**src/rtl/tiny_fpga_pkg.sv**
```systemverilog
// Shared types and derived-width helpers for the tiny_fpga_grid fabric.
package tiny_fpga_pkg;

  typedef enum logic [1:0] {
    IDLE = 2'd0,
    CFG  = 2'd1,
    RUN  = 2'd2
  } state_t;

  function automatic int sel_w(input int io_in, input int rows);
    return $clog2(io_in + rows);
  endfunction

  function automatic int tile_cfg_w(input int lut_width, input int sel_bits);
    return (1 << lut_width) + lut_width * sel_bits + 1;
  endfunction

  function automatic int out_sel_w(input int rows, input int cols);
    return $clog2(rows * cols);
  endfunction

  function automatic int cfg_w(input int rows, input int cols, input int lut_width,
                               input int io_in, input int io_out);
    return rows * cols * tile_cfg_w(lut_width, sel_w(io_in, rows))
           + io_out * out_sel_w(rows, cols);
  endfunction

  function automatic int cfg_beats(input int cfg_bits, input int beat_bits);
    return (cfg_bits + beat_bits - 1) / beat_bits;
  endfunction

  function automatic int cnt_w(input int beats);
    return (beats > 1) ? $clog2(beats) : 1;
  endfunction

endpackage

```
**src/rtl/tiny_fpga_grid_if.sv**
```systemverilog
// AXI-stream beat bus used to deliver the fabric bitstream.
interface axi_stream_if #(
  parameter int DATA_WIDTH = 1
);
  logic [DATA_WIDTH-1:0] tdata;
  logic                  tvalid;
  logic                  tready;
  logic                  tlast;

  modport master (output tdata, output tvalid, output tlast, input tready);
  modport slave  (input tdata, input tvalid, input tlast, output tready);
endinterface

```
**src/rtl/tiny_fpga_tile.sv**
```systemverilog
// One LUT tile: per-input source select, LUT lookup and optional output register.
module tiny_fpga_tile #(
  parameter int LUT_WIDTH = 4,
  parameter int SEL_W     = 3,
  parameter int SRC_W     = 6
) (
  input  logic                         i_clk,
  input  logic                         i_rst,
  input  logic                         i_run,
  input  logic [(1 << LUT_WIDTH)-1:0]  i_lut,
  input  logic [LUT_WIDTH*SEL_W-1:0]   i_sel,
  input  logic                         i_ff_en,
  input  logic [SRC_W-1:0]             i_src,
  output logic                         o_out
);

  logic [LUT_WIDTH-1:0] w_idx;
  logic [SEL_W-1:0]     w_s;
  logic                 w_comb;
  logic                 r_q;

  // Select values at or beyond SRC_W match no source and read as 0.
  always_comb begin
    w_idx = '0;
    w_s   = '0;
    for (int unsigned i = 0; i < LUT_WIDTH; i++) begin
      w_s = i_sel[i*SEL_W +: SEL_W];
      for (int unsigned j = 0; j < SRC_W; j++) begin
        if (w_s == SEL_W'(j)) w_idx[i] = i_src[j];
      end
    end
  end

  assign w_comb = i_lut[w_idx];

  always_ff @(posedge i_clk) begin
    if (i_rst)      r_q <= 1'b0;
    else if (i_run) r_q <= w_comb;
  end

  assign o_out = i_ff_en ? r_q : w_comb;

endmodule

```
**src/rtl/tiny_fpga_grid.sv**
```systemverilog
// ROWS x COLS feed-forward LUT fabric loaded from an AXI-stream bitstream.
// Define TINY_FPGA_CFG_CHECK_EN to enable tlast framing checks and cfg_error.
module tiny_fpga_grid
  import tiny_fpga_pkg::*;
#(
  parameter int ROWS                 = 2,
  parameter int COLS                 = 2,
  parameter int LUT_WIDTH            = 4,
  parameter int IO_INPUT_WIDTH       = 4,
  parameter int IO_OUTPUT_WIDTH      = 4,
  parameter int BITSTREAM_DATA_WIDTH = 1
) (
  input  logic                       clk,
  input  logic                       rst,
  input  logic                       cfg,
  axi_stream_if.slave                cfg_bitstream,
  output logic                       cfg_ready,
  output logic                       cfg_error,
  input  logic                       run,
  input  logic [IO_INPUT_WIDTH-1:0]  run_in,
  output logic [IO_OUTPUT_WIDTH-1:0] run_out
);

  localparam int SEL_W      = sel_w(IO_INPUT_WIDTH, ROWS);
  localparam int TILE_CFG_W = tile_cfg_w(LUT_WIDTH, SEL_W);
  localparam int OUT_SEL_W  = out_sel_w(ROWS, COLS);
  localparam int CFG_W      = cfg_w(ROWS, COLS, LUT_WIDTH, IO_INPUT_WIDTH, IO_OUTPUT_WIDTH);
  localparam int BW         = BITSTREAM_DATA_WIDTH;
  localparam int CFG_BEATS  = cfg_beats(CFG_W, BW);
  localparam int SR_W       = CFG_BEATS * BW;
  localparam int CNT_W      = cnt_w(CFG_BEATS);
  localparam int NT         = ROWS * COLS;
  localparam int SRC_W      = IO_INPUT_WIDTH + ROWS;
  localparam int LUT_N      = 1 << LUT_WIDTH;
  localparam int OSEL_BASE  = NT * TILE_CFG_W;

  state_t               r_state;
  state_t               w_next;
  logic [CNT_W-1:0]     r_beat;
  logic [SR_W-1:0]      r_sr;
  logic                 r_cfg_ready;
  logic                 w_hs;
  logic                 w_clear;
  logic                 w_last_beat;
  logic                 w_done;
  logic                 w_run;
  logic                 w_tile_rst;
  logic [CFG_W-1:0]     w_cfg;
  logic [NT-1:0]        w_tile_out;
  logic [IO_OUTPUT_WIDTH-1:0] w_fab_out;
  logic [OUT_SEL_W-1:0] w_osel;
`ifdef TINY_FPGA_CFG_CHECK_EN
  logic                 w_frame_err;
  logic                 r_cfg_error;
`endif

  assign w_hs        = (r_state == CFG) && cfg_bitstream.tvalid;
  assign w_last_beat = (r_beat == CNT_W'(CFG_BEATS - 1));

  always_ff @(posedge clk) begin
    if (rst) r_state <= IDLE;
    else     r_state <= w_next;
  end

  // cfg is checked before run so a simultaneous request always starts a load.
  always_comb begin
    w_next  = r_state;
    w_clear = 1'b0;
    w_done  = 1'b0;
`ifdef TINY_FPGA_CFG_CHECK_EN
    w_frame_err = 1'b0;
`endif
    unique case (r_state)
      IDLE: begin
        if (cfg) begin
          w_next  = CFG;
          w_clear = 1'b1;
        end else if (run && r_cfg_ready) begin
          w_next = RUN;
        end
      end
      RUN: begin
        if (cfg) begin
          w_next  = CFG;
          w_clear = 1'b1;
        end else if (!run) begin
          w_next = IDLE;
        end
      end
      CFG: begin
        if (w_hs) begin
`ifdef TINY_FPGA_CFG_CHECK_EN
          if (cfg_bitstream.tlast != w_last_beat) begin
            w_frame_err = 1'b1;
            w_next      = IDLE;
          end else if (w_last_beat) begin
            w_done = 1'b1;
            w_next = IDLE;
          end
`else
          if (w_last_beat) begin
            w_done = 1'b1;
            w_next = IDLE;
          end
`endif
        end
      end
      default: w_next = IDLE;
    endcase
  end

  // Beats enter at the top and drift toward the LSB, so the first beat ends at bit 0.
  always_ff @(posedge clk) begin
    if (rst || w_clear) begin
      r_beat      <= '0;
      r_sr        <= '0;
      r_cfg_ready <= 1'b0;
    end else if (w_hs) begin
      r_beat <= r_beat + 1'b1;
      r_sr   <= (r_sr >> BW) | (SR_W'(cfg_bitstream.tdata) << (SR_W - BW));
      if (w_done) r_cfg_ready <= 1'b1;
    end
  end

`ifdef TINY_FPGA_CFG_CHECK_EN
  always_ff @(posedge clk) begin
    if (rst || w_clear)   r_cfg_error <= 1'b0;
    else if (w_frame_err) r_cfg_error <= 1'b1;
  end
  assign cfg_error = r_cfg_error;
`else
  assign cfg_error = 1'b0;
`endif

  assign cfg_ready            = r_cfg_ready;
  assign cfg_bitstream.tready = (r_state == CFG);
  assign w_cfg                = r_sr[CFG_W-1:0];
  assign w_run                = (r_state == RUN);
  assign w_tile_rst           = rst | w_clear;

  // Per-column signals live inside the generate block so column c only sees column c-1.
  for (genvar c = 0; c < COLS; c++) begin : g_col
    logic [ROWS-1:0]  w_col;
    logic [SRC_W-1:0] w_src;

    if (c == 0) begin : g_first
      assign w_src = {{ROWS{1'b0}}, run_in};
    end else begin : g_next
      assign w_src = {g_col[c-1].w_col, run_in};
    end

    for (genvar r = 0; r < ROWS; r++) begin : g_row
      localparam int T = r + c * ROWS;
      localparam int B = T * TILE_CFG_W;

      tiny_fpga_tile #(
        .LUT_WIDTH (LUT_WIDTH),
        .SEL_W     (SEL_W),
        .SRC_W     (SRC_W)
      ) u_tile (
        .i_clk   (clk),
        .i_rst   (w_tile_rst),
        .i_run   (w_run),
        .i_lut   (w_cfg[B +: LUT_N]),
        .i_sel   (w_cfg[B + LUT_N +: LUT_WIDTH * SEL_W]),
        .i_ff_en (w_cfg[B + LUT_N + LUT_WIDTH * SEL_W]),
        .i_src   (w_src),
        .o_out   (w_col[r])
      );
    end

    assign w_tile_out[c*ROWS +: ROWS] = w_col;
  end

  always_comb begin
    w_fab_out = '0;
    w_osel    = '0;
    for (int unsigned k = 0; k < IO_OUTPUT_WIDTH; k++) begin
      w_osel = w_cfg[OSEL_BASE + k*OUT_SEL_W +: OUT_SEL_W];
      for (int unsigned t = 0; t < NT; t++) begin
        if (w_osel == OUT_SEL_W'(t)) w_fab_out[k] = w_tile_out[t];
      end
    end
  end

  assign run_out = w_run ? w_fab_out : '0;

endmodule

```
**src/flat_wrapper.sv**
```systemverilog
// flat-port wrapper written by rule: the top's interface ports become plain ports
module tiny_fpga_grid_flat import tiny_fpga_pkg::*;
#(
  parameter int ROWS                 = 2,
  parameter int COLS                 = 2,
  parameter int LUT_WIDTH            = 4,
  parameter int IO_INPUT_WIDTH       = 4,
  parameter int IO_OUTPUT_WIDTH      = 4,
  parameter int BITSTREAM_DATA_WIDTH = 1
)
  (clk, rst, cfg, cfg_ready, cfg_error, run, run_in, run_out, cfg_bitstream_tdata, cfg_bitstream_tvalid, cfg_bitstream_tlast, cfg_bitstream_tready);
  axi_stream_if #(.DATA_WIDTH(1)) cfg_bitstream_i ();
  input  logic clk;
  input  logic rst;
  input  logic cfg;
  output logic cfg_ready;
  output logic cfg_error;
  input  logic run;
  input  logic [IO_INPUT_WIDTH-1:0] run_in;
  output logic [IO_OUTPUT_WIDTH-1:0] run_out;
  input wire logic [$bits(cfg_bitstream_i.tdata)-1:0] cfg_bitstream_tdata;
  input wire logic [$bits(cfg_bitstream_i.tvalid)-1:0] cfg_bitstream_tvalid;
  input wire logic [$bits(cfg_bitstream_i.tlast)-1:0] cfg_bitstream_tlast;
  output wire logic [$bits(cfg_bitstream_i.tready)-1:0] cfg_bitstream_tready;
  assign cfg_bitstream_i.tdata = cfg_bitstream_tdata;
  assign cfg_bitstream_i.tvalid = cfg_bitstream_tvalid;
  assign cfg_bitstream_i.tlast = cfg_bitstream_tlast;
  assign cfg_bitstream_tready = cfg_bitstream_i.tready;
  tiny_fpga_grid #(.ROWS(ROWS), .COLS(COLS), .LUT_WIDTH(LUT_WIDTH), .IO_INPUT_WIDTH(IO_INPUT_WIDTH), .IO_OUTPUT_WIDTH(IO_OUTPUT_WIDTH), .BITSTREAM_DATA_WIDTH(BITSTREAM_DATA_WIDTH)) u_core (.clk(clk), .rst(rst), .cfg(cfg), .cfg_bitstream(cfg_bitstream_i), .cfg_ready(cfg_ready), .cfg_error(cfg_error), .run(run), .run_in(run_in), .run_out(run_out));
endmodule
```
**config.mk**
```make
export PLATFORM = sky130hd
export DESIGN_NAME = tiny_fpga_grid_flat
export DESIGN_NICKNAME = d
export VERILOG_FILES = /design/src/rtl/tiny_fpga_pkg.sv /design/src/rtl/tiny_fpga_grid_if.sv /design/src/rtl/tiny_fpga_tile.sv /design/src/rtl/tiny_fpga_grid.sv /design/src/flat_wrapper.sv
export SDC_FILE = /design/constraint.sdc
export NUM_CORES = 1
export LEC_CHECK = 0
export ABC_CLOCK_PERIOD_IN_PS = 11200
export BUFFER_PORTS_ARGS = -buffer_cell sky130_fd_sc_hd__buf_2
export CORE_UTILIZATION = 55
export DETAILED_ROUTE_END_ITERATION = 8
export HOLD_SLACK_MARGIN = 0.03
export PLACE_DENSITY = 0.72
export SLEW_MARGIN = 20
export SYNTH_ARGS = -nofsm -noshare
export SYNTH_HDL_FRONTEND = slang
export SYNTH_SLANG_ARGS = --single-unit
```
**constraint.sdc**
```tcl
create_clock -name clk -period 11.2 [get_ports clk]
set_input_delay 1.68 -clock clk [delete_from_list [all_inputs] [get_ports clk]]
set_output_delay 1.68 -clock clk [all_outputs]
set_load 0.03 [all_outputs]
```
After elaboration in Yosys (flattened, before gate mapping)
Index checks and enable logic that the tools add are counted.
{"block": "op_classes", "add_sub_neg": 1, "mul": 0, "n_div": 0, "order_cmp": 4, "eq_ne": 99, "n_shift": 0, "n_mux": 137, "bitwise": 2, "n_reduce_logical": 27}
{"op": "$mux 1", "count": 125}
{"op": "$or 123x124->124", "count": 1}
{"op": "$eq 3x2->1 const B", "count": 32}
{"op": "$eq 3x3->1 const B", "count": 32}
{"op": "$eq 3x1->1 const B", "count": 16}
{"op": "$logic_not 3->1", "count": 16}
{"op": "$lt 4x5->1 const B", "count": 4}
{"op": "$eq 2x2->1 const B", "count": 9}
{"op": "$bmux 1 s4", "count": 4}
{"op": "$mux 2", "count": 6}
{"op": "$eq 2x1->1 const B", "count": 5}
{"op": "$logic_not 2->1", "count": 5}
{"op": "$add 7x1->7 const B", "count": 1}
{"op": "$eq 7x7->1 const B", "count": 1}
{"op": "$pmux 2 s3", "count": 1}
{"op": "$mux 4", "count": 1}
{"op": "$ne 2x1->1 const B", "count": 2}
{"op": "$reduce_and 4->1", "count": 1}
{"op": "$ne 3x2->1 const B", "count": 1}
{"op": "$ne 3x3->1 const B", "count": 1}
{"op": "$logic_and 1x1->1", "count": 2}
{"op": "$reduce_and 2->1", "count": 1}
{"op": "$reduce_or 2->1", "count": 1}
{"op": "$logic_or 1x1->1", "count": 1}
{"op": "$or 1x1->1", "count": 1}
{"block": "word_totals", "regBits": 138, "latchBits": 0, "ramBits": 0, "mem_bits_ro": 0, "inputBits": 11, "output_inout_bits": 7, "elab_cells": 278, "mem_count": 0}

Longest topological paths before layout
{"block": "depth", "ltp_word": 18, "ltp_mapped": 13, "ltp_nobuf": 11}

Hierarchy
From an unflattened synthesis, not the netlist that was laid out.
{"block": "unflattened", "hier_cells": 809, "area_unflattened_um2": 6678.9}
{"mod": "tiny_fpga_grid", "instances": 1, "cells_per_inst": 601, "area_each_um2": 4827.1, "seq_area_each_um2": 2682.6}
{"mod": "tiny_fpga_tile", "instances": 4, "cells_per_inst": 52, "area_each_um2": 462.9, "seq_area_each_um2": 20.0}

Least setup slack after synthesis
No wires, ideal clock.
{"block": "synth_timing", "path_type": "in2out", "from": "input port run_in[3]", "to": "output port run_out[0]", "arrival_ns": 5.049, "required_ns": 9.520, "setup_slack_ns": 4.471, "cell_stages": 11, "path_buffers": 0, "cell_sequence": "mux2i_1 -> o22ai_4 -> mux4_2 -> a22oi_4 -> nand4_4 -> a32o_1 -> mux2i_2 -> mux2_2 -> a2bb2oi_4 -> a31oi_1 -> a311oi_1"}
{"block": "synth_via", "elab_chain_len": 14, "elab_cells_between_ends": 65, "cone_classes": "mux (65)"}
{"element": "from (decl)", "line": "flat_wrapper.sv:19", "source": "input logic [IO_INPUT_WIDTH-1:0] run_in;"}
{"element": "$mux 1 (3 in series)", "line": "tiny_fpga_tile.sv:29", "source": "if (w_s == SEL_W'(j)) w_idx[i] = i_src[j];"}
{"element": "$bmux 1 s4", "line": "tiny_fpga_tile.sv:34", "source": "assign w_comb = i_lut[w_idx];"}
{"element": "$mux 1 (implied by the code)", "line": "tiny_fpga_tile.sv:34"}
{"element": "$mux 1", "line": "tiny_fpga_tile.sv:41", "source": "assign o_out = i_ff_en ? r_q : w_comb;"}
{"element": "$mux 1 (2 in series)", "line": "tiny_fpga_tile.sv:29"}
{"element": "$bmux 1 s4", "line": "tiny_fpga_tile.sv:34"}
{"element": "$mux 1 (implied by the code)", "line": "tiny_fpga_tile.sv:34"}
{"element": "$mux 1", "line": "tiny_fpga_tile.sv:41"}
{"element": "$mux 1", "line": "tiny_fpga_grid.sv:181", "source": "if (w_osel == OUT_SEL_W'(t)) w_fab_out[k] = w_tile_out[t];"}
{"element": "$mux 1 *", "line": "tiny_fpga_grid.sv:181"}
{"element": "$mux 4 *", "line": "tiny_fpga_grid.sv:186", "source": "assign run_out = w_run ? w_fab_out : '0;"}
{"element": "to (decl)", "line": "flat_wrapper.sv:20", "source": "output logic [IO_OUTPUT_WIDTH-1:0] run_out;"}
Mark *: on every way between the ends. The rest lies on a longest branch, timed or not. The select of a mux whose other input is x is not followed.

Worst setup path in the final report
{"block": "layout_timing", "from": "input port run_in[3]", "to": "output port run_out[3]"}
Same word-level chain as after synthesis.

==> results.py <==
metrics = {
    "timing": {
        "rsz0062_at_grt": "false",
        "finalCritPeriodShare_pct": 65.59,
        "slew_viol_final": 0,
        "hold_viol": 0,
        "slew_headroom_pct": 46.19,
        "max_freq_ghz": 0.1361,
        "period_minus_slack_ns": 7.346,
        "whs_ns": 0.4499,
        "finalClockSkew_ns": 0.007396,
        "worst_slew_pin_slew_ns": 0.8055,
        "finalSetupTns_ns": 0,
        "setup_viol": 0,
    },
    "worst_setup_path": {
        "startpoint": "run_in[3]",
        "cp.required_ns": 9.52,
        "r2r-start": "u_core.r_sr[16]",
        "crit_type": "in -> out",
        "crit_path_start_kind": "input port",
        "crit_path_end_kind": "output pin",
        "arrival_ns": 5.67,
        "cp_max_fo": 16,
    },
    "die": {
        "fp.dieArea_mm2": 0.01266,
        "initial_core_util_pct": 57.60,
        "die_w_um": 112.5,
        "fp-row-count": 39,
        "ioPinCount": 18,
        "die_h_um": 112.5,
        "core-area_mm2": 0.01166,
    },
    "job": {
        "maxCapViolations": 0,
    },
    "place": {
        "dp.cells": 955,
        "portBuffers": 15,
        "place_area_mm2": 0.006782,
        "place_hpwl_um": 9421,
        "routabilityCongestion": 0.8184,
    },
    "synthesis": {
        "synth_nets": 860,
        "synth-edff-count": 0,
        "ys.flop_type": "dfxtp_1",
        "async_reset_ff_share_pct": 0,
        "synthCells": 848,
        "ys_warn_count": 0,
        "synth.top_cell.area_share_pct": 41.12,
        "synth_area_mm2": 0.006718,
        "synth_area_leader_cell": "dfxtp_1",
        "synth_cell_types": 68,
        "ys_seq_area_share_pct": 41.12,
        "synth.top_cells.by_area": "dfxtp_1, nand2_1, a21oi_1",
        "synth_seq_cells": 138,
        "synth.avg_cell_area_um2": 7.922,
    },
    "power_and_ir_drop": {
        "netSwitchingPower_w": 0.0002400,
        "p_int_w": 0.0008188,
        "seqPwrFrac_pct": 46.5,
        "power.density_mw_per_mm2": 145.1,
        "clkPwrFrac_pct": 47.5,
        "max-vdd-ir-drop_uv": 137.9,
        "finalPower_w": 0.001059,
        "p_leak_nw": 2.271,
        "switching_share_pct": 22.67,
        "combPwrFrac_pct": 6.0,
    },
    "clocking": {
        "holdBufCountCts": 0,
        "cts_max_level": 4,
        "clock_sink_count": 138,
        "clock_path_buffers": 2,
        "cts.clk_slew.worst_paths_ns": 0.05,
        "cts_buffers": 17,
        "post_cts_resized": 0,
        "cts_tree": "built",
        "cts-root-buf": "clkbuf_16",
        "clkLatencyLatePin_ns": 0.42,
        "post-cts-setup-buffer-count": 0,
    },
    "global_routing": {
        "antenna_found_initial": 0,
        "grt_pass1_vias": 5364,
        "grt_usage_pct": 24.93,
        "grt_pass1_wl_um": 25290,
        "grt_max_degree": 72,
        "overflow": 0,
    },
    "final_layout": {
        "diodes": 0,
        "multi_input_area_mm2": 0.003690,
        "syn_to_final_growth_pct": 8.642,
        "final_nets": 843,
        "drive_gt1_share_pct": 10.12,
        "nFillCells": 1019,
        "final_area_mm2": 0.007298,
        "final_cells": 983,
        "ff_latch_area_mm2": 0.002763,
    },
    "routing": {
        "wirelength_um": 14910,
        "vias": 5810,
        "drt_iter0_drc": 521,
        "avgViaCountPerCell": 5.910,
        "first_pass_iters": 5,
        "drc_errors": 0,
        "wl_per_cell_um": 15.17,
        "ant_nets": 0,
    },
    "worst_hold_path": {
        "hold_class": "reg -> reg",
        "hold_start": "u_core.g_col[1].g_row[0].u_tile.r_q",
    },
    "outcome": {
        "outcome": "complete, no violations",
    },
}
## metal layers
metal | wire (µm) | track usage [%] | vias to the layer above | share of wire, %
met1 | 6617 | 31.37 | 2743 | 44
met4 | 261 | 9.244 | 0 | 1.8
met5 | 0 | 0 | - | 0
li1 | - | - | 2886 | -
met3 | 666 | 6.587 | 29 | 4.5
met2 | 7367 | 41.16 | 152 | 49
## per-stage QoR
stage                     worst slack [ns]  utilization, %
after detailed placement             3.871           58.15
after global placement               3.911           58.15
after global routing                 3.570           62.58
final                                3.854           62.58
after floorplan                      4.471               -
after CTS                            3.835           62.58
## cell usage in the layout, fill, tap and decap left out, types with 4 or more instances in the layout
master,count
nor2_1,27
nand3_1,22
nand2b_1,12
a311oi_1,9
o211ai_1,6
mux2i_1,18
or3b_2,4
nor2b_1,12
clkbuf_16,17
nand2_1,269
clkbuf_1,5
dfxtp_1,138
buf_2,15
mux2_2,4
o21ai_0,15
inv_1,14
nor3b_1,4
a21oi_1,136
mux4_2,13
nand3b_1,5
a31oi_1,8
o221ai_1,5
## cell families (layout without fill, tap and decap cells)
logic type               Yosys count  in the layout  synth area share, %
other                              1              1              0.05582
multiplexers                      38             38                8.325
buffers and inverters             68             60                4.135
AO/OA/AOI/OAI                    217            217                20.40
flip-flops                       138            138                41.12
AND/OR/NAND/NOR                  379            379                25.00
XOR/XNOR                           6              6               0.7824
adder cells (fa/ha/maj)            1              1               0.1862
## power groups by stage
stage	registers, W	logic (W)	clock network, W
finish	0.000493	0.0000634	0.000503
detailed placement	0.000503	0.0000628	0
CTS	0.000492	0.0000633	0.000512
floorplan	0.000503	0.0000491	0
global route	0.000492	0.0000693	0.000535
global placement	0.000503	0.0000615	0
## worst max-delay path: stages
cell and delay, ns:
buf_2 0.31, mux2i_1 0.18, o22ai_4 0.33, mux4_2 0.58, a22oi_4 0.28, a31oi_1 0.13, o211ai_2 0.47, mux2_2 0.40
o221ai_1 0.22, a21oi_1 0.10, a221oi_1 0.52, a311oi_1 0.22, buf_2 0.22
## state kept, by name, indices dropped and copies added (netlist names)
register                       count
u_core.cfg_ready                   1
u_core.g_col.g_row.u_tile.r_q      4
u_core.r_sr                      124
u_core.r_beat                      7
u_core.r_state                     2
## cell usage after synthesis, types with 4 or more instances
master / n
dfxtp_1: 138
nor3b_1: 4
clkbuf_1: 47
nand3b_1: 5
or3b_2: 4
o221ai_1: 5
o21ai_0: 15
inv_1: 14
mux4_2: 13
and2_1: 4
o211ai_1: 6
nor2_1: 27
nand2_1: 270
a311oi_1: 9
a21oi_1: 136
a31oi_1: 8
nor2b_1: 12
nand2b_1: 12
mux2_2: 4
mux2i_1: 18
nand3_1: 22
## worst paths after layout
kind                                               to  slack [ns]  cells past startpoint
hold / removal    u_core.g_col[1].g_row[0].u_tile.r_q        0.45                      2
setup / recovery                           run_out[3]        3.85                     13
setup reg to reg  u_core.g_col[1].g_row[0].u_tile.r_q        7.63                     11
hold reg to reg   u_core.g_col[1].g_row[0].u_tile.r_q        0.45                      2
## final cells by class
type                       count  area share, %
sequential                   138          37.85
inverter                      14         0.7200
tap                          143          2.452
timing repair buffer          18          1.337
clock inverter                 4         0.6172
clock buffer                  24          6.463
multi-input combinational    642          50.56
(Power assumes the default switching activity.)
